## src/rtl/io_pkg.sv

```systemverilog
// Shared definitions for the IO register block: register selects, status layout, TX FSM states.
// Latency: n/a (constants and types only).
// Backpressure: n/a.
package io_pkg;

  // One-hot register select bits within the word address IO_mem_addr[15:2]
  localparam int IO_LEDS_BIT        = 0;
  localparam int IO_UART_DATA_BIT   = 1;
  localparam int IO_UART_STATUS_BIT = 2;

  // UART_STATUS bit positions
  localparam int ST_EMPTY_BIT      = 0;
  localparam int ST_FULL_BIT       = 1;
  localparam int ST_ACTIVE_BIT     = 2;
  localparam int ST_OVF_BIT        = 3;
  localparam int ST_FULL_ALIAS_BIT = 9;  // same as ST_FULL_BIT, placed where polling loops expect it

  // Transmit framing states
  typedef enum logic [1:0] {
    IDLE  = 2'd0,
    START = 2'd1,
    DATA  = 2'd2,
    STOP  = 2'd3
  } tx_state_t;

endpackage

```

## src/rtl/sync_fifo.sv

```systemverilog
// Single-clock FIFO with combinational head-of-queue read data.
// Latency: a pushed entry is visible on pop_dat / empty the cycle after the push edge.
// Backpressure: push ignored while full, pop ignored while empty; the caller gates on full/empty.
module sync_fifo #(
  parameter int WIDTH = 8,
  parameter int DEPTH = 16
) (
  input  logic                     clk,
  input  logic                     reset,
  input  logic                     push,
  input  logic [WIDTH-1:0]         push_dat,
  input  logic                     pop,
  output logic [WIDTH-1:0]         pop_dat,
  output logic                     full,
  output logic                     empty,
  output logic [$clog2(DEPTH):0]   count
);

  localparam int AW = $clog2(DEPTH);
  localparam logic [AW:0] FULL_CNT = DEPTH[AW:0];

  logic [WIDTH-1:0] mem [DEPTH];
  logic [AW-1:0]    wr_ptr;
  logic [AW-1:0]    rd_ptr;
  logic             do_push;
  logic             do_pop;

  // Full/empty come from the registered count, so they reflect the state at cycle start
  assign full    = (count == FULL_CNT);
  assign empty   = (count == '0);
  assign do_push = push && !full;
  assign do_pop  = pop && !empty;
  assign pop_dat = mem[rd_ptr];

  // Storage array; contents need no reset because count qualifies them
  always_ff @(posedge clk) begin
    if (do_push) begin
      mem[wr_ptr] <= push_dat;
    end
  end

  // Pointers wrap naturally at the power-of-two depth; count tracks occupancy
  always_ff @(posedge clk) begin
    if (reset) begin
      wr_ptr <= '0;
      rd_ptr <= '0;
      count  <= '0;
    end else begin
      if (do_push) begin
        wr_ptr <= wr_ptr + 1'b1;
      end
      if (do_pop) begin
        rd_ptr <= rd_ptr + 1'b1;
      end
      case ({do_push, do_pop})
        2'b10:   count <= count + 1'b1;
        2'b01:   count <= count - 1'b1;
        default: count <= count;
      endcase
    end
  end

endmodule

```

## src/rtl/io_uart_tx.sv

```systemverilog
// Memory-mapped IO block: LED register plus a FIFO-buffered 8N1 UART transmitter.
// Latency: a byte written into an empty FIFO while idle starts its start bit one edge later.
// Backpressure: none toward the core; writes to a full FIFO are dropped and flagged as sticky overflow.
module io_uart_tx
  import io_pkg::*;
#(
  parameter int CLK_FREQ_HZ = 27000000,
  parameter int BAUD        = 115200,
  parameter int FIFO_DEPTH  = 16
) (
  input  logic        clk,
  input  logic        reset,
  input  logic [31:0] IO_mem_addr,
  input  logic [31:0] IO_mem_wdata,
  input  logic        IO_mem_wr,
  output logic [31:0] IO_mem_rdata,
  output logic [5:0]  LEDS,
  output logic        uart_tx
);

  localparam int            DIV      = CLK_FREQ_HZ / BAUD;
  localparam int            CW       = $clog2(DIV);
  localparam logic [CW-1:0] CNT_LAST = CW'(DIV - 1);
  localparam int            FW       = $clog2(FIFO_DEPTH);

  logic [13:0]   word_addr;
  logic          sel_leds;
  logic          sel_data;
  logic          sel_status;
  logic          wr_ok;

  logic          fifo_push;
  logic          fifo_pop;
  logic          fifo_full;
  logic          fifo_empty;
  logic [7:0]    fifo_dat;
  logic [FW:0]   fifo_count;

  logic          overflow;
  logic          ovf_set;
  logic          ovf_clr;
  logic [31:0]   status_word;

  tx_state_t     state;
  logic [CW-1:0] cnt;
  logic [2:0]    bit_idx;
  logic [7:0]    shift;
  logic          tx_active;
  logic          bit_done;

  logic          unused_bits;

  assign word_addr  = IO_mem_addr[15:2];
  assign sel_leds   = word_addr[IO_LEDS_BIT];
  assign sel_data   = word_addr[IO_UART_DATA_BIT];
  assign sel_status = word_addr[IO_UART_STATUS_BIT];

  // A store during reset must leave no trace
  assign wr_ok     = IO_mem_wr && !reset;
  assign fifo_push = wr_ok && sel_data && !fifo_full;
  assign ovf_set   = wr_ok && sel_data && fifo_full;
  assign ovf_clr   = wr_ok && sel_status && IO_mem_wdata[ST_OVF_BIT];

  assign tx_active = (state != IDLE);
  assign bit_done  = (cnt == CNT_LAST);

  // Pop when idle with data waiting, or at the end of a stop bit so frames run back to back
  assign fifo_pop = !reset && !fifo_empty &&
                    ((state == IDLE) || ((state == STOP) && bit_done));

  assign unused_bits = ^{IO_mem_addr[31:16], IO_mem_addr[1:0], word_addr[13:3],
                         IO_mem_wdata[31:8], fifo_count};

  sync_fifo #(
    .WIDTH (8),
    .DEPTH (FIFO_DEPTH)
  ) u_fifo (
    .clk      (clk),
    .reset    (reset),
    .push     (fifo_push),
    .push_dat (IO_mem_wdata[7:0]),
    .pop      (fifo_pop),
    .pop_dat  (fifo_dat),
    .full     (fifo_full),
    .empty    (fifo_empty),
    .count    (fifo_count)
  );

  // Assemble the status word from live FIFO/FSM state
  always_comb begin
    status_word                    = '0;
    status_word[ST_EMPTY_BIT]      = fifo_empty;
    status_word[ST_FULL_BIT]       = fifo_full;
    status_word[ST_ACTIVE_BIT]     = tx_active;
    status_word[ST_OVF_BIT]        = overflow;
    status_word[ST_FULL_ALIAS_BIT] = fifo_full;
  end

  // Side-effect-free read mux: OR of every selected register, UART_DATA reads as zero
  always_comb begin
    IO_mem_rdata = '0;
    if (sel_leds) begin
      IO_mem_rdata = IO_mem_rdata | {26'b0, LEDS};
    end
    if (sel_status) begin
      IO_mem_rdata = IO_mem_rdata | status_word;
    end
  end

  // LED register
  always_ff @(posedge clk) begin
    if (reset) begin
      LEDS <= '0;
    end else if (wr_ok && sel_leds) begin
      LEDS <= IO_mem_wdata[5:0];
    end
  end

  // Sticky overflow; a drop in the same cycle as a clear keeps the flag set
  always_ff @(posedge clk) begin
    if (reset) begin
      overflow <= 1'b0;
    end else if (ovf_set) begin
      overflow <= 1'b1;
    end else if (ovf_clr) begin
      overflow <= 1'b0;
    end
  end

  // Transmit FSM: start bit, 8 data bits LSB first, stop bit, each DIV cycles wide
  always_ff @(posedge clk) begin
    if (reset) begin
      state   <= IDLE;
      cnt     <= '0;
      bit_idx <= '0;
      shift   <= '0;
      uart_tx <= 1'b1;
    end else begin
      case (state)
        IDLE: begin
          cnt     <= '0;
          bit_idx <= '0;
          if (!fifo_empty) begin
            shift   <= fifo_dat;
            state   <= START;
            uart_tx <= 1'b0;
          end else begin
            uart_tx <= 1'b1;
          end
        end
        START: begin
          if (bit_done) begin
            cnt     <= '0;
            bit_idx <= '0;
            state   <= DATA;
            uart_tx <= shift[0];
          end else begin
            cnt <= cnt + 1'b1;
          end
        end
        DATA: begin
          if (bit_done) begin
            cnt <= '0;
            if (bit_idx == 3'd7) begin
              state   <= STOP;
              uart_tx <= 1'b1;
            end else begin
              bit_idx <= bit_idx + 1'b1;
              shift   <= {1'b0, shift[7:1]};
              uart_tx <= shift[1];
            end
          end else begin
            cnt <= cnt + 1'b1;
          end
        end
        STOP: begin
          if (bit_done) begin
            cnt <= '0;
            if (!fifo_empty) begin
              shift   <= fifo_dat;
              state   <= START;
              uart_tx <= 1'b0;
            end else begin
              state <= IDLE;
            end
          end else begin
            cnt <= cnt + 1'b1;
          end
        end
        default: begin
          state   <= IDLE;
          uart_tx <= 1'b1;
        end
      endcase
    end
  end

endmodule

```

## config.mk

```make
export PLATFORM = sky130hd
export DESIGN_NAME = io_uart_tx
export DESIGN_NICKNAME = d
export VERILOG_FILES = /design/src/rtl/io_pkg.sv /design/src/rtl/sync_fifo.sv /design/src/rtl/io_uart_tx.sv
export SDC_FILE = /design/constraint.sdc
export NUM_CORES = 1
export LEC_CHECK = 0
export BUFFER_PORTS_ARGS = -buffer_cell sky130_fd_sc_hd__buf_2
export CORE_AREA = 2 2 150 152
export DETAILED_ROUTE_END_ITERATION = 10
export DIE_AREA = 0 0 152 154
export SYNTH_ARGS = -nofsm -noshare
export SYNTH_HDL_FRONTEND = slang
export SYNTH_SLANG_ARGS = --single-unit
```

## constraint.sdc

```tcl
create_clock -name clk -period 3.6 [get_ports clk]
set_clock_uncertainty 0.15 [all_clocks]
set_input_delay 0.72 -clock clk [delete_from_list [all_inputs] [get_ports clk]]
set_output_delay 0.72 -clock clk [all_outputs]
set_load 0.01 [all_outputs]
```

* Word-level counts from Yosys, hierarchy flattened
Memory sizes are Yosys's and may differ from the RTL's. A register that Yosys moved wholly into a read port is not among the register bits.
Index checks and enable logic that the tools add are counted.
Widths: inputs -> output; s select.
** Word-level totals
- Register bits after elaboration :: 42
- Memory bits (writable) :: 128
- Bits of input ports :: 67
- Output and inout port bits :: 39
- Word-level logic and storage cells :: 95
- Memories kept :: 1
** Memory list
- u_fifo.mem :: words 16, width 8, read ports 1, clocked after Yosys merged registers in 1, write ports 1, RTL line sync_fifo.sv:22 : logic [WIDTH-1:0] mem [DEPTH];
** Operators by class
- $add $sub $neg :: 6
- Equal/unequal tests :: 15
- Mux-type cells :: 34
- Bitwise logic cells :: 1
- Reduce and logical (&&, ||, !) cells :: 28
** Operators by type and width (number)
- $mux 8 :: 5
- $mux 32 :: 1
- $or 32x10->32 :: 1
- $pmux 8 s3 :: 1
- $pmux 8 s2 :: 1
- $ne 2x2->1 const B :: 7
- $logic_and 1x1->1 :: 12
- $reduce_and 4->1 :: 3
- $mux 1 :: 11
- $mux 2 :: 5
- $pmux 5 s2 :: 1
- $mux 3 :: 3
- $pmux 3 s3 :: 1
- $add 4x1->4 const B :: 2
- $add 8x1->8 const B :: 1
- $eq 8x8->1 const B :: 1
- $mux 4 :: 2
- $pmux 2 s4 :: 1
- $eq 2x2->1 const B :: 3
- $mux 6 :: 1
- $reduce_bool 2->1 :: 3
- $reduce_bool 3->1 :: 2
- $add 5x1->5 const B :: 1
- $eq 5x5->1 const B :: 1
- other kinds (11) :: 14

* Longest topological paths before layout
Gate-level depths: netlist of run 1.
- Word-level depth :: 7
- Mapped depth :: 13
- Mapped depth without buffers :: 13

* Hierarchy
A second synthesis of run 1 with hierarchy kept.
** Second synthesis, totals
- Cells, all modules :: 512
- Area, all modules :: 7738.7 um^2
** By module, submodules not included
- sync_fifo :: instances 1, cells an instance 305, area each 5974.5 um^2, seq. area each 4184.0 um^2
- io_uart_tx :: instances 1, cells an instance 207, area each 1764.2 um^2, seq. area each 580.6 um^2

* Least setup slack after synthesis of run 1
No wires, ideal clock.
- Path kind :: input to register
- From :: in reset
- To :: reg u_fifo.count[4]
- Library setup time :: 0.070 ns
- Arrival time :: 2.874 ns
- Required time :: 3.380 ns
- Setup slack :: 0.506 ns
- Stages on the path :: 11
- Buffers on the path :: 2
- Cell sequence :: clkbuf_1 -> clkbuf_1 -> nor3_1 -> ha_1 -> xor2_1 -> ha_1 -> a211o_1 -> a21oi_1 -> a221oi_1 -> or3_1 -> a21oi_1
** On the way
- Word-level cells in the longest chain between the ends :: 7
- Elaborated cells between the ends (all ways) :: 12
- Classes of those cells :: eq/ne: 2; mux: 1; reduce/logical: 9
** Ends and longest elaborated chain
- start: declaration :: RTL line io_uart_tx.sv:12 : input logic reset,
- $logic_not 1->1 :: RTL line io_uart_tx.sv:59, io_uart_tx.sv:68
- $logic_and 1x1->1 :: RTL line io_uart_tx.sv:59 : assign wr_ok = IO_mem_wr && !reset;
- $logic_and 1x1->1 (2 in series) :: RTL line io_uart_tx.sv:60 : assign fifo_push = wr_ok && sel_data && !fifo_full;
- $logic_and 1x1->1 :: RTL line sync_fifo.sv:31 : assign do_push = push && !full;
- $eq 2x1->1 or $eq 2x2->1 (tied branches) :: RTL line sync_fifo.sv:55 : case ({do_push, do_pop})
- $pmux 5 s2 or $reduce_bool 2->1 (tied branches)
- end signal: assignment :: RTL line sync_fifo.sv:56 : 2'b10: count <= count + 1'b1;
- end signal: assignment :: RTL line sync_fifo.sv:57 : 2'b01: count <= count - 1'b1;
- end signal: assignment :: RTL line sync_fifo.sv:58 : default: count <= count;
- end: declaration :: RTL line sync_fifo.sv:16 : output logic [$clog2(DEPTH):0] count
Several ways; a longest one is shown, not always the timed one.
A chain may end at the register's enable or synchronous reset.

* Worst setup path in the final report of run 1
- From :: reg cnt[0]
- To :: reg u_fifo.count[4]
** On the way
- Word-level cells in the longest chain between the ends :: 7
- Elaborated cells between the ends (all ways) :: 9
- Classes of those cells :: eq/ne: 3; mux: 1; reduce/logical: 5
** Ends and longest elaborated chain
- start: declaration :: RTL line io_uart_tx.sv:45 : logic [CW-1:0] cnt;
- start signal: assignment :: RTL line io_uart_tx.sv:158 : cnt <= cnt + 1'b1;
- start signal: assignment :: RTL line io_uart_tx.sv:173 : cnt <= cnt + 1'b1;
- start signal: assignment :: RTL line io_uart_tx.sv:187 : cnt <= cnt + 1'b1;
- $eq 8x8->1 * :: RTL line io_uart_tx.sv:65 : assign bit_done = (cnt == CNT_LAST);
- $logic_and 1x1->1 * :: RTL line io_uart_tx.sv:69 : ((state == IDLE) || ((state == STOP) && bit_done));
- $logic_or 1x1->1 * :: RTL line io_uart_tx.sv:69
- $logic_and 1x1->1 * :: RTL line io_uart_tx.sv:68 : assign fifo_pop = !reset && !fifo_empty &&
- $logic_and 1x1->1 * :: RTL line sync_fifo.sv:32 : assign do_pop = pop && !empty;
- $eq 2x1->1 or $eq 2x2->1 (tied branches) :: RTL line sync_fifo.sv:55
- $pmux 5 s2 or $reduce_bool 2->1 (tied branches)
Mark *: on every way between the ends. The rest lies on a longest branch, timed or not.

==> results.toml, run 1 <==
[timing]
tightest_slew_ns = 0.6300
hold_ws_ns = 0.3261
relSlewSlack_pct = 57.94
fin_crit_ns = 3.239
grt_setup_unrepaired = "false"
final_hold_viol_count = 0
drv_slew = 0
setup_viol = 0
final.period_utilization_pct = 89.97
fmax_mhz = 308.7
setup_tns_ns = 0

[clock_network]
cts_max_level = 4
cts_root_buf = "clkbuf_16"
clkLatencyLatePin_ns = 0.42
hold_buffers = 0
cts_resized = 0
cts_tree = "built"
clk_pin_slew_ns = 0.06
postCtsSetupBuffers = 0
cts.sinks = 174
numCtsBuffers = 17
cts_buffer_depth = 2

[setup_path]
critical_path_class = "register to register"
reg2reg_to = "u_fifo.count[4]"
crit_path_max_fanout = 8
worstSetupStartpointType = "register"
timing.rr.start = "cnt[0]"
cp.required_ns = 3.80
r2r_slack_ns = 0.36
endpoint_kind = "register"
ff2ff_path_depth = 12
cp.arrival_ns = 3.44

[cells_and_area]
mostFrequentLayoutCell = "edfxtp_1"
area_delta_synth_final_pct = 12.25
fin_area_sq_um = 8449
final_cell_mix = "edfxtp_1 (128), dfxtp_1 (45), nor2_1 (37)"
layout.nets = 630
antenna_cells = 0
drive_gt1_share_pct = 19.06
nFillCells = 2001

[route]
vias_per_cell = 5.019
num_vias = 4196
ant_nets = 0
drc = 0
drt_iter0_markers = 281
firstDrtPassIters = 5
routed_wl_um = 14710
wl_per_cell_um = 17.60

[synth]
synth_ff_type = "edfxtp_1"
synthesis.area_sq_um = 7527
synth_warnings = 0
syn_inst = 516
synth_enable_flop_cells = 128
synthArstFlopShare_pct = 0
ys_seq_area_share_pct = 63.30
syn_avg_cell_area_sq_um = 14.59
ys_seq_elements = 174
yosysUniqueCellTypes = 52

[floorplan]
io_pins = 106
dieArea_sq_um = 23410
rows = 54
die_h_um = 154
coreArea_sq_um = 21690
dieWidth_um = 152
start_util_pct = 34.71

[placement]
gp_congestion = 0.7800
portBuffers = 27
dp_hpwl_um = 9810
place_area_sq_um = 7834

[job]
cap_viol_max_count = 0

[power]
max-vdd-ir-drop_mv = 0.2945
p_per_area_nw_per_um2 = 603.4
p_leak_nw = 2.901
p_total_mw = 5.098

[grt]
grt_usage_pct = 12.81
grt_pass1_wl_um = 22910
grt_max_degree = 22
grt_antenna_before_repair = 0
grt_pass1_vias = 4102
grt.overflow.total = 0

[min_path]
hold_class = "register to register"
whs_path_depth = 2
worstHoldStart = "overflow"
hold_end = "overflow"

[run_status]
status = "complete, no violations"
metal layers:
layer | part of all wire (%) | global-route usage (%) | wire length, um | up-vias
li1 | - | - | - | 1954
met1 | 45 | 16.75 | 6643 | 2137
met2 | 51 | 21.51 | 7485 | 91
met3 | 2.7 | 2.114 | 399 | 14
met4 | 1.2 | 4.806 | 182 | 0
met5 | 0 | 0 | 0 | -
critical path, cell delays in order (launching register included):
cell,delay [ns]
dfxtp_1,0.40
ha_1,0.17
and4bb_2,0.33
a31oi_1,0.16
nor3_1,0.24
ha_1,0.38
xor2_1,0.11
ha_1,0.23
a211o_1,0.27
a21oi_1,0.17
a221oi_1,0.08
or3_1,0.33
a21oi_1,0.14
through the flow:
| step | instances | setup slack [ns] | utilization [%] |
|---|---|---|---|
| 3_5_place_dp | 804 | 0.2817 | 36.12 |
| 4_1_cts | 836 | 0.3430 | 38.96 |
| 6_report | 836 | 0.3611 | 38.96 |
| 5_1_grt | 836 | 0.1064 | 38.96 |
| 2_1_floorplan | 540 | 0.5060 | - |
| 3_3_place_gp | 804 | 0.3670 | 36.12 |
state kept, by name, indices dropped and copies added (netlist names), named ones only:
name,cells
state,2
overflow,1
uart_tx,1
LEDS,6
shift,8
cnt,8
u_fifo.wr_ptr,4
u_fifo.count,5
u_fifo.rd_ptr,4
u_fifo.mem,128
bit_idx,3
layout make-up:
| class | count | area [sq um] | share of cell area [%] |
|---|---|---|---|
| Tap cell | 280 | 350.3 | 4.146 |
| Multi-Input combinational cell | 307 | 2484 | 29.39 |
| Sequential cell | 174 | 4766 | 56.40 |
| Clock inverter | 14 | 176.4 | 2.088 |
| Clock buffer | 18 | 439.2 | 5.198 |
| Inverter | 9 | 33.78 | 0.3998 |
| Timing Repair Buffer | 34 | 200.2 | 2.369 |
where the power goes:
group	switching, mW	internal (mW)
combinational	0.517	0.419
clock	0.829	1.01
sequential	0.0882	2.23
total	1.43	3.66
cells in the mapped netlist (2+ instances only):
master / number / area (sq um)
a22o_1: 5 / 43.79
o21ai_0: 6 / 30.03
a211oi_1: 2 / 15.01
edfxtp_1: 128 / 3844
clkbuf_1: 8 / 30.03
a211o_1: 3 / 26.28
xor2_1: 8 / 70.07
mux2i_1: 6 / 60.06
nor3_1: 3 / 15.01
o22ai_1: 2 / 12.51
a22oi_1: 17 / 127.6
nor2_1: 37 / 138.9
nand4_1: 3 / 18.77
a221oi_1: 2 / 17.52
and3_1: 4 / 25.02
a21o_1: 2 / 15.01
nand3b_1: 2 / 15.01
ha_1: 20 / 250.2
nand2b_1: 3 / 18.77
o21ai_1: 2 / 10.01
nand2_1: 27 / 101.4
a31oi_1: 3 / 18.77
buf_6: 2 / 22.52
o21a_1: 2 / 15.01
inv_1: 9 / 33.78
and4_1: 4 / 35.03
and2_1: 16 / 100.1
nor2b_1: 11 / 68.82
a211oi_2: 2 / 25.02
nor3b_1: 3 / 22.52
buf_4: 29 / 217.7
a21oi_1: 20 / 100.1
nand3_1: 14 / 70.07
buf_1: 4 / 15.01
or3_1: 3 / 18.77
xnor2_1: 8 / 70.07
buf_2: 5 / 25.02
dfxtp_1: 46 / 920.9
mux4_2: 32 / 720.7
how the worst max path moves through the flow:
stage	slack, ns	depth (start not counted)	to	from
finish	0.36	12	u_fifo.count[4]	cnt[0]
global route	0.11	12	u_fifo.count[4]	cnt[0]
CTS	0.34	12	u_fifo.count[4]	cnt[0]
detailed placement	0.28	12	u_fifo.count[4]	IO_mem_wr
global placement	0.37	12	u_fifo.count[4]	IO_mem_wr
floorplan	0.51	11	u_fifo.count[4]	reset
cells by family (layout without fill, tap and decap cells):
logic type / count (synthesis) / count (layout) / synth area share [%]
other: 1 / 25 / 0.04982
DFF: 174 / 174 / 63.30
xor gates and xnor gates: 16 / 16 / 1.862
muxes: 39 / 39 / 10.52
adders and majority gates: 20 / 20 / 3.324
AOI/OAI and AO/OA: 74 / 74 / 6.898
buffers and inverters: 59 / 75 / 4.903
and+or+nand+nor: 133 / 133 / 9.142
Power figures use the tool's default switching activity.
==> inputs of run 2 (changes only) <==
==> constraint.sdc (replaced) <==
create_clock -name clk -period 3.7 [get_ports clk]
set_clock_uncertainty 0.15 [all_clocks]
set_input_delay 0.74 -clock clk [delete_from_list [all_inputs] [get_ports clk]]
set_output_delay 0.74 -clock clk [all_outputs]
set_load 0.01 [all_outputs]
==> results.toml, run 2 (same netlist as run 1, synthesis figures left out) <==
[timing]
tightest_slew_ns = 0.6190
relSlewSlack_pct = 58.68
grt_setup_unrepaired = "false"
drv_slew = 0
final.period_utilization_pct = 91.70
fmax_mhz = 294.7
setup_tns_ns = 0
setup_viol = 0
fin_crit_ns = 3.393
final_hold_viol_count = 0

[clock_network]
postCtsSetupBuffers = 0
cts.sinks = 174
clkLatencyLatePin_ns = 0.42
cts_buffer_depth = 2
clk_pin_slew_ns = 0.06
cts_tree = "built"
numCtsBuffers = 17
hold_buffers = 0
cts_resized = 0
cts_root_buf = "clkbuf_16"
cts_max_level = 4

[power]
p_leak_nw = 2.853
p_clk_share_pct = 34.9
p_per_area_nw_per_um2 = 576.8
swShare_pct = 27.29
p_sw_mw = 1.319
p_comb_share_pct = 18.9
p_seq_share_pct = 46.2
max-vdd-ir-drop_mv = 0.3115
p_int_mw = 3.514

[placement]
gp_congestion = 0.7851
place_area_sq_um = 7811
portBuffers = 27
dp_hpwl_um = 9663

[route]
wl_per_cell_um = 17.36
firstDrtPassIters = 5
drt_iter0_markers = 241
routed_wl_um = 14460
drc = 0
num_vias = 4132
vias_per_cell = 4.960
ant_nets = 0

[cells_and_area]
top_regs = "u_fifo.mem (128), cnt (8), shift (8)"
antenna_cells = 0
top_register = "u_fifo.mem"
largest_reg_flops = 128
fin_area_sq_um = 8378
seqCellArea_sq_um = 4766
nFillCells = 2019
layout.nets = 627
drive_gt1_share_pct = 18.08
mostFrequentLayoutCell = "edfxtp_1"
final_cell_mix = "edfxtp_1 (128), dfxtp_1 (45), nor2_1 (37)"
area_delta_synth_final_pct = 11.30
multiInputGateArea_sq_um = 2490

[setup_path]
crit_path_max_fanout = 8
cp.required_ns = 3.90
endpoint_kind = "register"
critical_path_class = "register to register"
worstSetupStartpointType = "register"
cp.arrival_ns = 3.60

[grt]
grt_pass1_vias = 4178
grt_antenna_before_repair = 0
grt_max_degree = 33
grt.overflow.total = 0
grt_usage_pct = 12.48
top_usage_layer = "met2"
grt.met1_usage_pct = 15.53
met2_usage_pct = 21.79
met3_usage_pct = 2.368
grt_pass1_wl_um = 22560

[floorplan]
coreArea_sq_um = 21690
rows = 54
die_h_um = 154
dieWidth_um = 152
dieArea_sq_um = 23410
start_util_pct = 34.71
io_pins = 106

[min_path]
hold_class = "register to register"

[run_status]
status = "complete, no violations"

[job]
cap_viol_max_count = 0
==> run 2: cell count changes in the layout (fill, tap and decap cells not counted), sizes merged <==
| cell | before | now |
|---|---|---|
| clkinvlp | 2 | 4 |
| buf | 34 | 31 |
| inv | 15 | 12 |
| clkinv | 5 | 3 |
| clkbuf | 18 | 21 |
==> run 2: critical path, cell delays in order, from the launching register on <==
cell and delay [ns]:
dfxtp_1 0.40, nor4_4 0.48, and2_1 0.39, nor3_1 0.14, ha_1 0.33, xor2_1 0.18, ha_1 0.23, a211o_1 0.28
a21oi_1 0.19, a221oi_1 0.09, or3_1 0.33, a21oi_1 0.14
==> run 2: final timing paths <==
path / slack, ns / depth (start not counted) / endpoint / from
max: 0.31 / 11 / u_fifo.count[4] / u_fifo.count[1]
min: 0.33 / 2 / LEDS[1] / LEDS[1]
max reg2reg: 0.31 / 11 / u_fifo.count[4] / u_fifo.count[1]
min reg2reg: 0.33 / 2 / LEDS[1] / LEDS[1]
==> run 2: through the flow <==
step	power [mW]	std cells	hold WS [ns]	worst slack (ns)	util [%]
after global placement	3.149	801	0.3038	0.3994	36.02
after global routing	5.054	833	0.3502	0.08307	38.63
after floorplan	3.018	540	0.2860	0.5860	-
after detailed placement	3.190	801	0.3180	0.2834	36.02
after CTS	4.865	833	0.3273	0.3113	38.60
final	4.833	833	0.3312	0.3073	38.63
==> run 2: layout make-up <==
type | instances | area share, %
Tap cell | 280 | 4.182
Inverter | 9 | 0.4032
Clock buffer | 21 | 5.376
Timing Repair Buffer | 31 | 2.121
Clock inverter | 11 | 1.314
Sequential cell | 174 | 56.88
Multi-Input combinational cell | 307 | 29.72
==> run 2: layer usage <==
layer,routed length [um],vias to the layer above
li1,-,1945
met1,6226,2066
met2,7490,110
met3,588,11
met4,155,0
met5,0,-
==> run 2: power groups by stage <==
stage / Combinational [mW] / Clock (mW) / Sequential, mW
final: 0.914 / 1.69 / 2.23
after global routing: 1.02 / 1.79 / 2.24
after CTS: 0.920 / 1.71 / 2.23
after detailed placement: 0.915 / 0 / 2.27
after global placement: 0.880 / 0 / 2.27
after floorplan: 0.762 / 0 / 2.26
